### config.mk
export PLATFORM = sky130hd
export DESIGN_NAME = image_pipe_reg_slave
export DESIGN_NICKNAME = d
export VERILOG_FILES = /design/src/rtl/image_pipe_reg_slave.sv
export SDC_FILE = /design/constraint.sdc
export NUM_CORES = 1
export LEC_CHECK = 0
export CORE_MARGIN = 1
export CORE_UTILIZATION = 45
export CTS_CLUSTER_SIZE = 24
export DETAILED_ROUTE_END_ITERATION = 12
export HOLD_SLACK_MARGIN = 0.06
export MAX_ROUTING_LAYER = met4
export PLACE_DENSITY = 0.76
export SLEW_MARGIN = 20
export SYNTH_ARGS = -nofsm -noshare
export SYNTH_HDL_FRONTEND = slang
export SYNTH_SLANG_ARGS = --single-unit
### constraint.sdc
create_clock -name reg_cpu_clk -period 6.15 [get_ports reg_cpu_clk]
set_clock_uncertainty 0.15 [all_clocks]
set_input_delay 1.23 -clock reg_cpu_clk [delete_from_list [all_inputs] [get_ports reg_cpu_clk]]
set_output_delay 1.23 -clock reg_cpu_clk [all_outputs]
set_load 0.1 [all_outputs]
### src/rtl/image_pipe_reg_slave.sv
// Register-bank slave for the image pipe: decodes word-addressed CPU accesses, answers with
// fixed-latency wack/rdv pulses, aggregates frame-done interrupts and drives static pipe config.
module image_pipe_reg_slave #(
    parameter int          AW         = 32,
    parameter int          DW         = 32,
    parameter int          WR_LATENCY = 1,
    parameter int          RD_LATENCY = 2,
    parameter logic [31:0] VERSION    = 32'h0001_0000
) (
    input  logic          reg_cpu_clk,
    input  logic          rst_n,
    input  logic          reg_cpu_cs,
    input  logic [AW-1:0] reg_cpu_addr,
    input  logic [DW-1:0] reg_cpu_data_wr,
    input  logic          reg_cpu_we,
    input  logic          reg_cpu_re,
    output logic [DW-1:0] reg_cpu_data_rd,
    output logic          reg_cpu_wack,
    output logic          reg_cpu_rdv,
    input  logic          pipe_busy,
    input  logic          frame_done,
    output logic          ctrl_enable,
    output logic          sw_rst,
    output logic [15:0]   img_width,
    output logic [15:0]   img_height,
    output logic          irq
);

    localparam logic [1:0] S_IDLE    = 2'd0;
    localparam logic [1:0] S_WR_WAIT = 2'd1;
    localparam logic [1:0] S_RD_WAIT = 2'd2;
    localparam logic [1:0] S_HOLD    = 2'd3;

    localparam logic [3:0] WR_LAT = 4'(WR_LATENCY);
    localparam logic [3:0] RD_LAT = 4'(RD_LATENCY);

    logic [1:0]    state_q, state_d;
    logic [3:0]    cnt_q, cnt_d;
    logic [AW-1:0] addr_q, addr_d;
    logic [DW-1:0] wdata_q, wdata_d;
    logic          ctrl_en_q, ctrl_en_d;
    logic [15:0]   width_q, width_d;
    logic [15:0]   height_q, height_d;
    logic          irq_st_q, irq_st_d;
    logic          irq_mask_q, irq_mask_d;
    logic [31:0]   scratch_q, scratch_d;
    logic          wack_q, wack_d;
    logic          rdv_q, rdv_d;
    logic [DW-1:0] data_rd_q, data_rd_d;
    logic          sw_rst_q, sw_rst_d;
    logic          irq_q, irq_d;

    logic          addr_hit;
    logic [2:0]    reg_idx;
    logic          wr_fire;
    logic [31:0]   rd_word;
    logic          unused_bits;

    assign addr_hit    = ((addr_q >> 5) == '0);
    assign reg_idx     = addr_q[4:2];
    assign unused_bits = ^{addr_q[1:0], wdata_q};

    // Read mux over the captured address; misses and unimplemented bits return 0.
    always_comb begin
        rd_word = 32'h0;
        if (addr_hit) begin
            case (reg_idx)
                3'd0:    rd_word = {31'h0, ctrl_en_q};
                3'd1:    rd_word = {30'h0, irq_q, pipe_busy};
                3'd2:    rd_word = {16'h0, width_q};
                3'd3:    rd_word = {16'h0, height_q};
                3'd4:    rd_word = {31'h0, irq_st_q};
                3'd5:    rd_word = {31'h0, irq_mask_q};
                3'd6:    rd_word = scratch_q;
                default: rd_word = VERSION;
            endcase
        end
    end

    always_comb begin
        state_d    = state_q;
        cnt_d      = cnt_q;
        addr_d     = addr_q;
        wdata_d    = wdata_q;
        ctrl_en_d  = ctrl_en_q;
        width_d    = width_q;
        height_d   = height_q;
        irq_st_d   = irq_st_q;
        irq_mask_d = irq_mask_q;
        scratch_d  = scratch_q;
        wack_d     = 1'b0;
        rdv_d      = 1'b0;
        data_rd_d  = '0;
        sw_rst_d   = 1'b0;
        irq_d      = irq_st_q & irq_mask_q;
        wr_fire    = 1'b0;

        // cnt_q holds the number of the upcoming edge counted from the accepting edge.
        case (state_q)
            S_IDLE: begin
                if (reg_cpu_cs && reg_cpu_we) begin
                    addr_d  = reg_cpu_addr;
                    wdata_d = reg_cpu_data_wr;
                    cnt_d   = 4'd1;
                    state_d = S_WR_WAIT;
                end else if (reg_cpu_cs && reg_cpu_re) begin
                    addr_d  = reg_cpu_addr;
                    cnt_d   = 4'd1;
                    state_d = S_RD_WAIT;
                end
            end
            S_WR_WAIT: begin
                if (cnt_q == WR_LAT) begin
                    wr_fire = 1'b1;
                    wack_d  = 1'b1;
                    state_d = S_HOLD;
                end else begin
                    cnt_d = cnt_q + 4'd1;
                end
            end
            S_RD_WAIT: begin
                if (cnt_q == RD_LAT) begin
                    rdv_d           = 1'b1;
                    data_rd_d[31:0] = rd_word;
                    state_d         = S_HOLD;
                end else begin
                    cnt_d = cnt_q + 4'd1;
                end
            end
            default: begin
                if (!reg_cpu_cs) begin
                    state_d = S_IDLE;
                end
            end
        endcase

        if (wr_fire && addr_hit) begin
            case (reg_idx)
                3'd0: begin
                    ctrl_en_d = wdata_q[0];
                    sw_rst_d  = wdata_q[1];
                end
                3'd2:    width_d    = wdata_q[15:0];
                3'd3:    height_d   = wdata_q[15:0];
                3'd4:    irq_st_d   = irq_st_q & ~wdata_q[0];
                3'd5:    irq_mask_d = wdata_q[0];
                3'd6:    scratch_d  = wdata_q[31:0];
                default: ;
            endcase
        end

        // A frame completing in the same cycle as a W1C must not be lost.
        if (frame_done) begin
            irq_st_d = 1'b1;
        end
    end

    always_ff @(posedge reg_cpu_clk or negedge rst_n) begin
        if (!rst_n) begin
            state_q    <= S_IDLE;
            cnt_q      <= 4'd0;
            addr_q     <= '0;
            wdata_q    <= '0;
            ctrl_en_q  <= 1'b0;
            width_q    <= 16'h0;
            height_q   <= 16'h0;
            irq_st_q   <= 1'b0;
            irq_mask_q <= 1'b0;
            scratch_q  <= 32'h0;
            wack_q     <= 1'b0;
            rdv_q      <= 1'b0;
            data_rd_q  <= '0;
            sw_rst_q   <= 1'b0;
            irq_q      <= 1'b0;
        end else begin
            state_q    <= state_d;
            cnt_q      <= cnt_d;
            addr_q     <= addr_d;
            wdata_q    <= wdata_d;
            ctrl_en_q  <= ctrl_en_d;
            width_q    <= width_d;
            height_q   <= height_d;
            irq_st_q   <= irq_st_d;
            irq_mask_q <= irq_mask_d;
            scratch_q  <= scratch_d;
            wack_q     <= wack_d;
            rdv_q      <= rdv_d;
            data_rd_q  <= data_rd_d;
            sw_rst_q   <= sw_rst_d;
            irq_q      <= irq_d;
        end
    end

    assign reg_cpu_data_rd = data_rd_q;
    assign reg_cpu_wack    = wack_q;
    assign reg_cpu_rdv     = rdv_q;
    assign ctrl_enable     = ctrl_en_q;
    assign sw_rst          = sw_rst_q;
    assign img_width       = width_q;
    assign img_height      = height_q;
    assign irq             = irq_q;

endmodule

Yosys cells after proc, flatten, opt, wreduce, memory -nomap -nowiden
Index checks and enable logic that the tools add are counted.
{"block": "totals", "register_bits": 173, "input_bits": 71, "out_inout_bits": 69}
{"block": "classes", "n_addsub": 1, "eq_ne": 16, "mux": 26, "n_bitwise": 3, "reduce_logical": 20}
{"op": "32-bit one-hot mux with 7 select lines", "n": 1}
{"op": "32-bit two-way mux", "n": 5}
{"op": "32-bit logical NOT", "n": 1}
{"op": "4-bit two-way mux", "n": 4}
{"op": "2-bit AND reduction", "n": 8}
{"op": "4-bit one-hot mux with 3 select lines", "n": 1}
{"op": "2-bit two-way mux", "n": 5}
{"op": "3-bit equality test (second input constant)", "n": 3}
{"op": "1-bit two-way mux", "n": 9}
{"op": "2-bit != test (second input constant)", "n": 4}
{"op": "4-bit AND reduction", "n": 2}
{"op": "3-bit by 2-bit equality test with 1-bit output (second input constant)", "n": 2}
{"op": "2-bit one-hot mux with 3 select lines", "n": 1}
{"op": "2-bit nonzero test", "n": 3}
{"op": "4-bit by 1-bit adder with 4-bit output (second input constant)", "n": 1}
{"op": "4-bit by 1-bit equality test with 1-bit output (second input constant)", "n": 1}
{"op": "4-bit by 2-bit equality test with 1-bit output (second input constant)", "n": 1}
{"op": "4-bit by 1-bit != test with 1-bit output (second input constant)", "n": 1}
{"op": "3-bit by 1-bit equality test with 1-bit output (second input constant)", "n": 1}
{"op": "1-bit logical AND", "n": 3}
{"op": "3-bit logical NOT", "n": 1}
{"op": "3-bit != test (second input constant)", "n": 1}
{"op": "3-bit nonzero test", "n": 1}
{"op": "1-bit bitwise AND", "n": 2}
{"op": "4 further kinds", "n": 4}

Depth between registers and ports, before layout
Gate-level depths: netlist of the first run.
{"block": "logic_depth", "word_depth": 6, "mapped_depth": 8}

Worst setup path after synthesis of the first run
Ideal clock, no wire load.
{"block": "synth_timing", "path_type": "input to register", "startpoint": "in reg_cpu_we", "endpoint": "reg addr_q[10]", "setup_time_ns": 0.125, "arrival_ns": 2.165, "required_time_ns": 5.875, "path_slack_ns": 3.711, "stages": 3, "path_buffers": 1, "cell_sequence": "o211ai_1 > clkbuf_1 > mux2_2"}
{"block": "synth_via", "elab_chain_len": 3, "word_cells_on_any_way": 4, "cone_classes": "1 x mux; 3 x reduce/logical"}
{"item": "start: declaration", "line_no": "15", "source": "input logic reg_cpu_we,"}
{"item": "1-bit logical AND (*)", "line_no": "101", "source": "if (reg_cpu_cs && reg_cpu_we) begin"}
{"item": "2-bit nonzero test (no line)"}
{"item": "2-bit AND reduction (no line)"}
{"item": "end signal: assignment", "line_no": "178", "source": "addr_q <= addr_d;"}
{"item": "end: declaration", "line_no": "39", "source": "logic [AW-1:0] addr_q, addr_d;"}
Every way passes the cells marked *; elsewhere a longest branch is shown, timed or not.
A chain may end at the register's enable or synchronous reset.

Worst setup path in the final report of the first run
{"block": "layout_timing", "startpoint": "reg width_q[12] (netlist: img_width[12])", "endpoint": "out img_width[12]"}
{"item": "start: declaration", "line_no": "42", "source": "logic [15:0] width_q, width_d;"}
{"item": "start signal: assignment", "line_no": "181", "source": "width_q <= width_d;"}
{"item": "end: declaration", "line_no": "24", "source": "output logic [15:0] img_width,"}
No word-level cell between the ends.

==> results of run 1 <==
## registers in the layout (all words and copies together), names as in the netlist, 2 cells and up
name             cells
wdata_q             32
state_q              2
scratch_q           32
addr_q              30
img_height          16
reg_cpu_data_rd     32
img_width           16
cnt_q                4
## worst paths after layout
| check | start | endpoint | cells after the start |
|---|---|---|---|
| worst max-delay path | img_width[12] | img_width[12] | 1 |
| worst min-delay path | scratch_q[25] | reg_cpu_data_rd[25] | 1 |
| worst max register to register | state_q[1] | scratch_q[24] | 8 |
| worst min register to register | scratch_q[25] | reg_cpu_data_rd[25] | 1 |
| max in group asynchronous | rst_n | addr_q[30] | 2 |
| min in group asynchronous | rst_n | reg_cpu_data_rd[3] | 1 |
## power groups by stage
stage / clock network (W) / logic [W] / registers (W)
floorplan: 0 / 0.000553 / 0.00153
global placement: 0 / 0.000721 / 0.00155
detailed placement: 0 / 0.000756 / 0.00158
CTS: 0.00111 / 0.000759 / 0.00156
global route: 0.00116 / 0.000811 / 0.00159
finish: 0.00108 / 0.000750 / 0.00156
## worst reg2reg max path, delay by kind of cell (launching register included)
| family | cells | cell delay, ns |
|---|---|---|
| simple gates | 3 | 0.52 |
| fa+ha+maj | 1 | 0.18 |
| buf+inv | 3 | 0.74 |
| mux | 1 | 0.43 |
| flops | 1 | 0.40 |
## per-layer routing
| metal | vias to the layer above | GRT usage [%] | share of wire (%) |
|---|---|---|---|
| li1 | 2008 | - | - |
| met3 | 18 | 5.01 | 4.9 |
| met4 | 0 | 7.13 | 1.5 |
| met1 | 2231 | 23.5 | 42 |
| met2 | 127 | 33.5 | 52 |
| met5 | - | - | 0 |
## logic make-up (layout without fill, tap and decap cells)
logic type,Yosys count,after routing
and+or+nand+nor,98,98
DFF,171,171
AOI/OAI and AO/OA,32,32
adders and majority gates,7,7
muxes,148,148
buffers and inverters,32,186
## layout make-up
class                      count  area, um2
tap                          211        264
sequential                   171       4280
inverter                       8       30.0
multi-input combinational    285       2680
fill                        1171       6010
clock inverter                10        141
timing repair buffer         148       1460
clock buffer                  20        457
## cell usage in the layout, fill, tap and decap left out, types with 2 or more instances in the layout
master           instances
a21oi_1                 17
a22oi_1                  3
and2_1                  17
and3_1                   2
buf_4                   11
bufinv_16                3
clkbuf_16               17
clkbuf_8                 2
clkdlybuf4s50_1        136
clkinv_2                 2
clkinvlp_4               2
dfrtp_1                171
ha_1                     7
inv_1                    8
inv_6                    2
mux2_1                   2
mux2_2                 111
mux2_4                  20
mux2i_1                 15
nand2_1                  4
nand3_1                  9
nand3_2                  2
nand3b_1                 3
nor2_1                  36
nor2b_1                  2
nor3_1                   3
nor4_1                   3
nor4_2                   3
nor4_4                   7
nor4b_1                  2
o21ai_0                  4
## metrics by stage
step | hold slack [ns] | area [um2] | util [%] | setup slack, ns
after floorplan | 0.296 | 7120 | - | 3.71
after global placement | 0.307 | 8710 | 56.9 | 2.64
after detailed placement | 0.316 | 8710 | 56.9 | 2.65
after CTS | 0.331 | 9310 | 60.8 | 2.74
after global routing | 0.358 | 9310 | 60.8 | 2.71
final | 0.327 | 9310 | 60.8 | 2.76
==> run summary, run 1 <==
largest cells by area after synthesis: dfrtp_1 60%, mux2_2 18%, mux2_4 4.2%
Post-synth top cells: 171 x dfrtp_1, 111 x mux2_2, 36 x nor2_1, 20 x mux2_4
hold buffer count at CTS: 0
Critical Path Sink Type: output port
Max stage delay on crit path: 1.17 ns
Final Hold Viols: 0
Post-Synthesis Cells: 488
CTS tree: built
Pre-Repair DR Iteration Count: 4
Worst EP arrival: 2.01 ns
Tot Pwr: 0.00339 W
Sequential Power Share: 46.0%
Initial Utilization: 46.5%
Synth Area in Adders: 1.23%
Synth Area per Inst: 14.6 um2
Critical path buffers and inverters: 1
post-layout net count: 709
# setup viols final: 0
DRC: 0
vias in the first global route: 4711
Synth warnings: 0
simple-gate share of the synthesized area: 9.21%
largest net degree at the start of global routing: 74
Hold Path Class: reg -> reg
Comb power frac: 22.1%
Root Buffer: clkbuf_16
Post-synth ARST share: 100%
clk buf depth: 2
worst-margin pin slew: 1.04 ns
sum of negative setup slack: 0 ns
Worst-Skew Late Latency: 0.42 ns
grt ovf: 0
n_diodes: 0
most instantiated library cell after synthesis: dfrtp_1
internal power: 0.00241 W
leak pwr: 4.19 nW
Max-cap violations: 0
r2r setup slk: 3.60 ns
Cells after DPL: 823
final WL: 14.7 mm
status: finished, final reports clean
number of routed nets with antenna violations: 0
Slew headroom: 30.5%
CTS buffer count: 17
Syn Nets: 566
vias per inst: 5.14
CTS H-tree lvls: 4
largest family of logic cells by synthesized area: multiplexers
Synth Area in Compound Gates: 2.97%
share of the synthesized area in the top cell type: 60.1%
Area Overhead vs Synth: 30.8%
critical path's slowest cell: clkdlybuf4s50_1
cell family with most CP delay: buffers and inverters
Max VDD drop: 215 uV
Psw: 0.000979 W
post-synth cell types: 40
core area: 15300 um2
RSZ-0062 raised after global routing: false
crit-path max FO: 3
final non-filler cell total: 853
Worst-path clk slew: 0.06 ns
Iter 0 DRT Violations: 169
CP Launch Type: flip-flop
Cell Area, Synth: 7120 um2
Crit path required time: 4.77 ns
GPL Wtd Cong: 0.802
Cell Rows: 45
Die H: 128 um
IO Pins: 140
WL/cell: 17.2 um
vias post-DR: 4384
main flop type after synthesis: dfrtp_1
die area: 16300 um2
Die Wd: 128 um
mux cell area share after synthesis: 24.2%
register area share after synthesis: 60.1%
layout cells sized above 1: 29.0%
Pins Over Slew Limit: 0
Buffers on Ports: 137
cell type with the largest total area after synthesis: dfrtp_1
first-pass GRT wire length: 24.2 mm
postcts setup bufs: 0
GRT Total Usage: 20.0%
pwr dens: 364 nW/um2
Switching Share: 28.9%
Clock power frac: 31.8%
clk sink count: 171
Period minus WS final: 3.39 ns
hpwl dp: 9.85 mm
initial antenna violation count: 0
cts repair resizes: 0
EDFF count, synth: 0
Highest Clock Rate: 295 MHz
Worst Setup Path Type: reg -> out
Synth Area in XOR/XNOR: 0%
Tcrit/Tclk final: 55.1%
FF+latch count, synth: 171
critical path, cell by cell: clkdlybuf4s50_1
No activity file was read; power rests on OpenSTA's default activity.
==> inputs of run 2 (changes only) <==
- PLACE_DENSITY: 0.76 -> 0.79
- clock period: 6.15 -> 3 ns (I/O delays scaled with it)
==> run 2 against run 1 <==
Compared with the run above:
- die area stayed put
- final cell count rose by 0.82%
- register-to-register slack lost 3.2 ns
- first-iteration DRC count rose by 15%
- global-route usage is 0.69 points higher
- hold slack lost 0.0060 ns
- clock power rose by 100%
- power increased by 100%
- largest power group unchanged
==> run summary, run 2 (synthesis gave the netlist of run 1 again) <==
Root Buffer: clkbuf_16
worst hold stages: 1
GPL Wtd Cong: 0.780
most common cell after layout, fill and taps aside: dfrtp_1
Cell Rows: 45
Hold Path Class: reg -> reg
Die H: 128 um
hold buffer count at CTS: 1
commonest non-fill, non-tap cells in the layout: 171 x dfrtp_1, 111 x mux2_2, 81 x buf_4, 67 x clkdlybuf4s50_1, 36 x nor2_1
core area: 15300 um2
GRT Total Usage: 20.7%
CTS buffer count: 17
cts repair resizes: 0
clk sink count: 171
clk buf depth: 2
largest net degree at the start of global routing: 69
Worst-path clk slew: 0.06 ns
Final Hold Viols: 0
Worst-Skew Late Latency: 0.42 ns
vias per inst: 5.12
hpwl dp: 9.98 mm
Max stage delay on crit path: 0.41 ns
Iter 0 DRT Violations: 194
RSZ-0062 raised after global routing: false
Worst Setup Path Type: reg -> reg
# setup viols final: 0
crit-path max FO: 16
Final WS setup: 0.434 ns
fill cell count: 1202
DP Area: 8610 um2
status: finished, final reports clean
DRC: 0
critical path, cell by cell: inv_1 > ha_1 > nor4bb_1 > buf_4 > nand3b_1 > nor4_4 > buf_4 > mux2_2
critical path's slowest cell: dfrtp_1
Die Wd: 128 um
vias post-DR: 4406
Setup crit start: state_q[1]
Crit path required time: 3.15 ns
worst-margin pin slew: 0.685 ns
layout cells sized above 1: 40.4%
grt ovf: 0
final WL: 15.0 mm
Tcrit/Tclk final: 85.5%
first-pass GRT wire length: 24.8 mm
r2r setup slk: 0.43 ns
WL/cell: 17.4 um
Slew headroom: 54.4%
IO Pins: 140
Worst EP arrival: 2.72 ns
Critical Path End: img_height[1]
Top cell by count, worst path: buf_4
pwr dens: 752 nW/um2
CTS tree: built
leak pwr: 4.37 nW
Critical Path Sink Type: flip-flop
die area: 16300 um2
Psw: 0.00205 W
n_diodes: 0
Highest Clock Rate: 390 MHz
Pins Over Slew Limit: 0
Pre-Repair DR Iteration Count: 4
Area Overhead vs Synth: 29.4%
sum of negative setup slack: 0 ns
vias in the first global route: 4776
Initial Utilization: 46.5%
Buffers on Ports: 137
postcts setup bufs: 0
Max-cap violations: 0
final design utilization: 60.1%
capture point of the worst reg-to-reg path: img_height[1]
post-layout net count: 714
Comb power frac: 22.2%
Max VDD drop: 413 uV
final hold slack: 0.321 ns
internal power: 0.00487 W
Clock power frac: 31.4%
Period minus WS final: 2.57 ns
CTS H-tree lvls: 4
initial antenna violation count: 0
number of routed nets with antenna violations: 0
Switching Share: 29.6%
pre-CTS WS: 0.436 ns
worst r2r src: state_q[1]
post-route design area: 9210 um2
R2R depth: 8
Sequential Power Share: 46.4%
CP Launch Type: flip-flop
-- run 2: cell count changes in the layout (fill, tap and decap cells not counted), moves of 2 or more --
cell / change
buf_12: +3
clkinv_2: +2
buf_4: +70
clkdlybuf4s50_1: -69
-- run 2: power by group through the flow --
stage                     sequential (W)  combinational [W]  clock (W)
after global placement           0.00320            0.00149          0
after detailed placement         0.00325            0.00155          0
after floorplan                  0.00314            0.00113          0
final                            0.00322            0.00154    0.00217
after CTS                        0.00322            0.00156    0.00223
after global routing             0.00329            0.00169    0.00232
-- run 2: layout make-up --
| type | instances | area, um2 | area share (%) |
|---|---|---|---|
| inverters | 8 | 30.0 | 0.326 |
| clock buffers | 19 | 453 | 4.92 |
| flip-flops and latches | 171 | 4280 | 46.5 |
| repair buffers | 153 | 1360 | 14.8 |
| well taps | 211 | 264 | 2.87 |
| multi-input cells | 285 | 2680 | 29.1 |
| clock inverters | 13 | 139 | 1.51 |
-- run 2: per-stage QoR --
stage               total power (W)  instances
finish                      0.00693        860
global route                0.00729        860
CTS                         0.00701        860
detailed placement          0.00480        827
global placement            0.00470        827
floorplan                   0.00428        488
-- run 2: critical path: cells and delay by family (launching register included) --
| family | cells | cell delay [ns] |
|---|---|---|
| buffers and inverters | 3 | 0.66 |
| and+or+nand+nor | 3 | 0.65 |
| DFF | 1 | 0.41 |
| muxes | 1 | 0.38 |
| adders and majority gates | 1 | 0.18 |
-- run 2: worst min path at each step --
stage,to,startpoint,slack (ns)
3_3_place_gp,reg_cpu_data_rd[29],scratch_q[29],0.31
3_5_place_dp,reg_cpu_data_rd[30],scratch_q[30],0.31
6_report,reg_cpu_data_rd[30],scratch_q[30],0.32
5_1_grt,reg_cpu_data_rd[26],scratch_q[26],0.35
4_1_cts,reg_cpu_data_rd[30],scratch_q[30],0.33
2_1_floorplan,addr_q[10],rst_n,0.15
-- run 2: metal layers --
metal	global-route usage, %	up-vias	part of all wire [%]
li1	-	2019	-
met3	5.18	14	5.6
met1	24.6	2236	42
met4	6.71	0	1.5
met5	-	-	0
met2	34.7	137	51
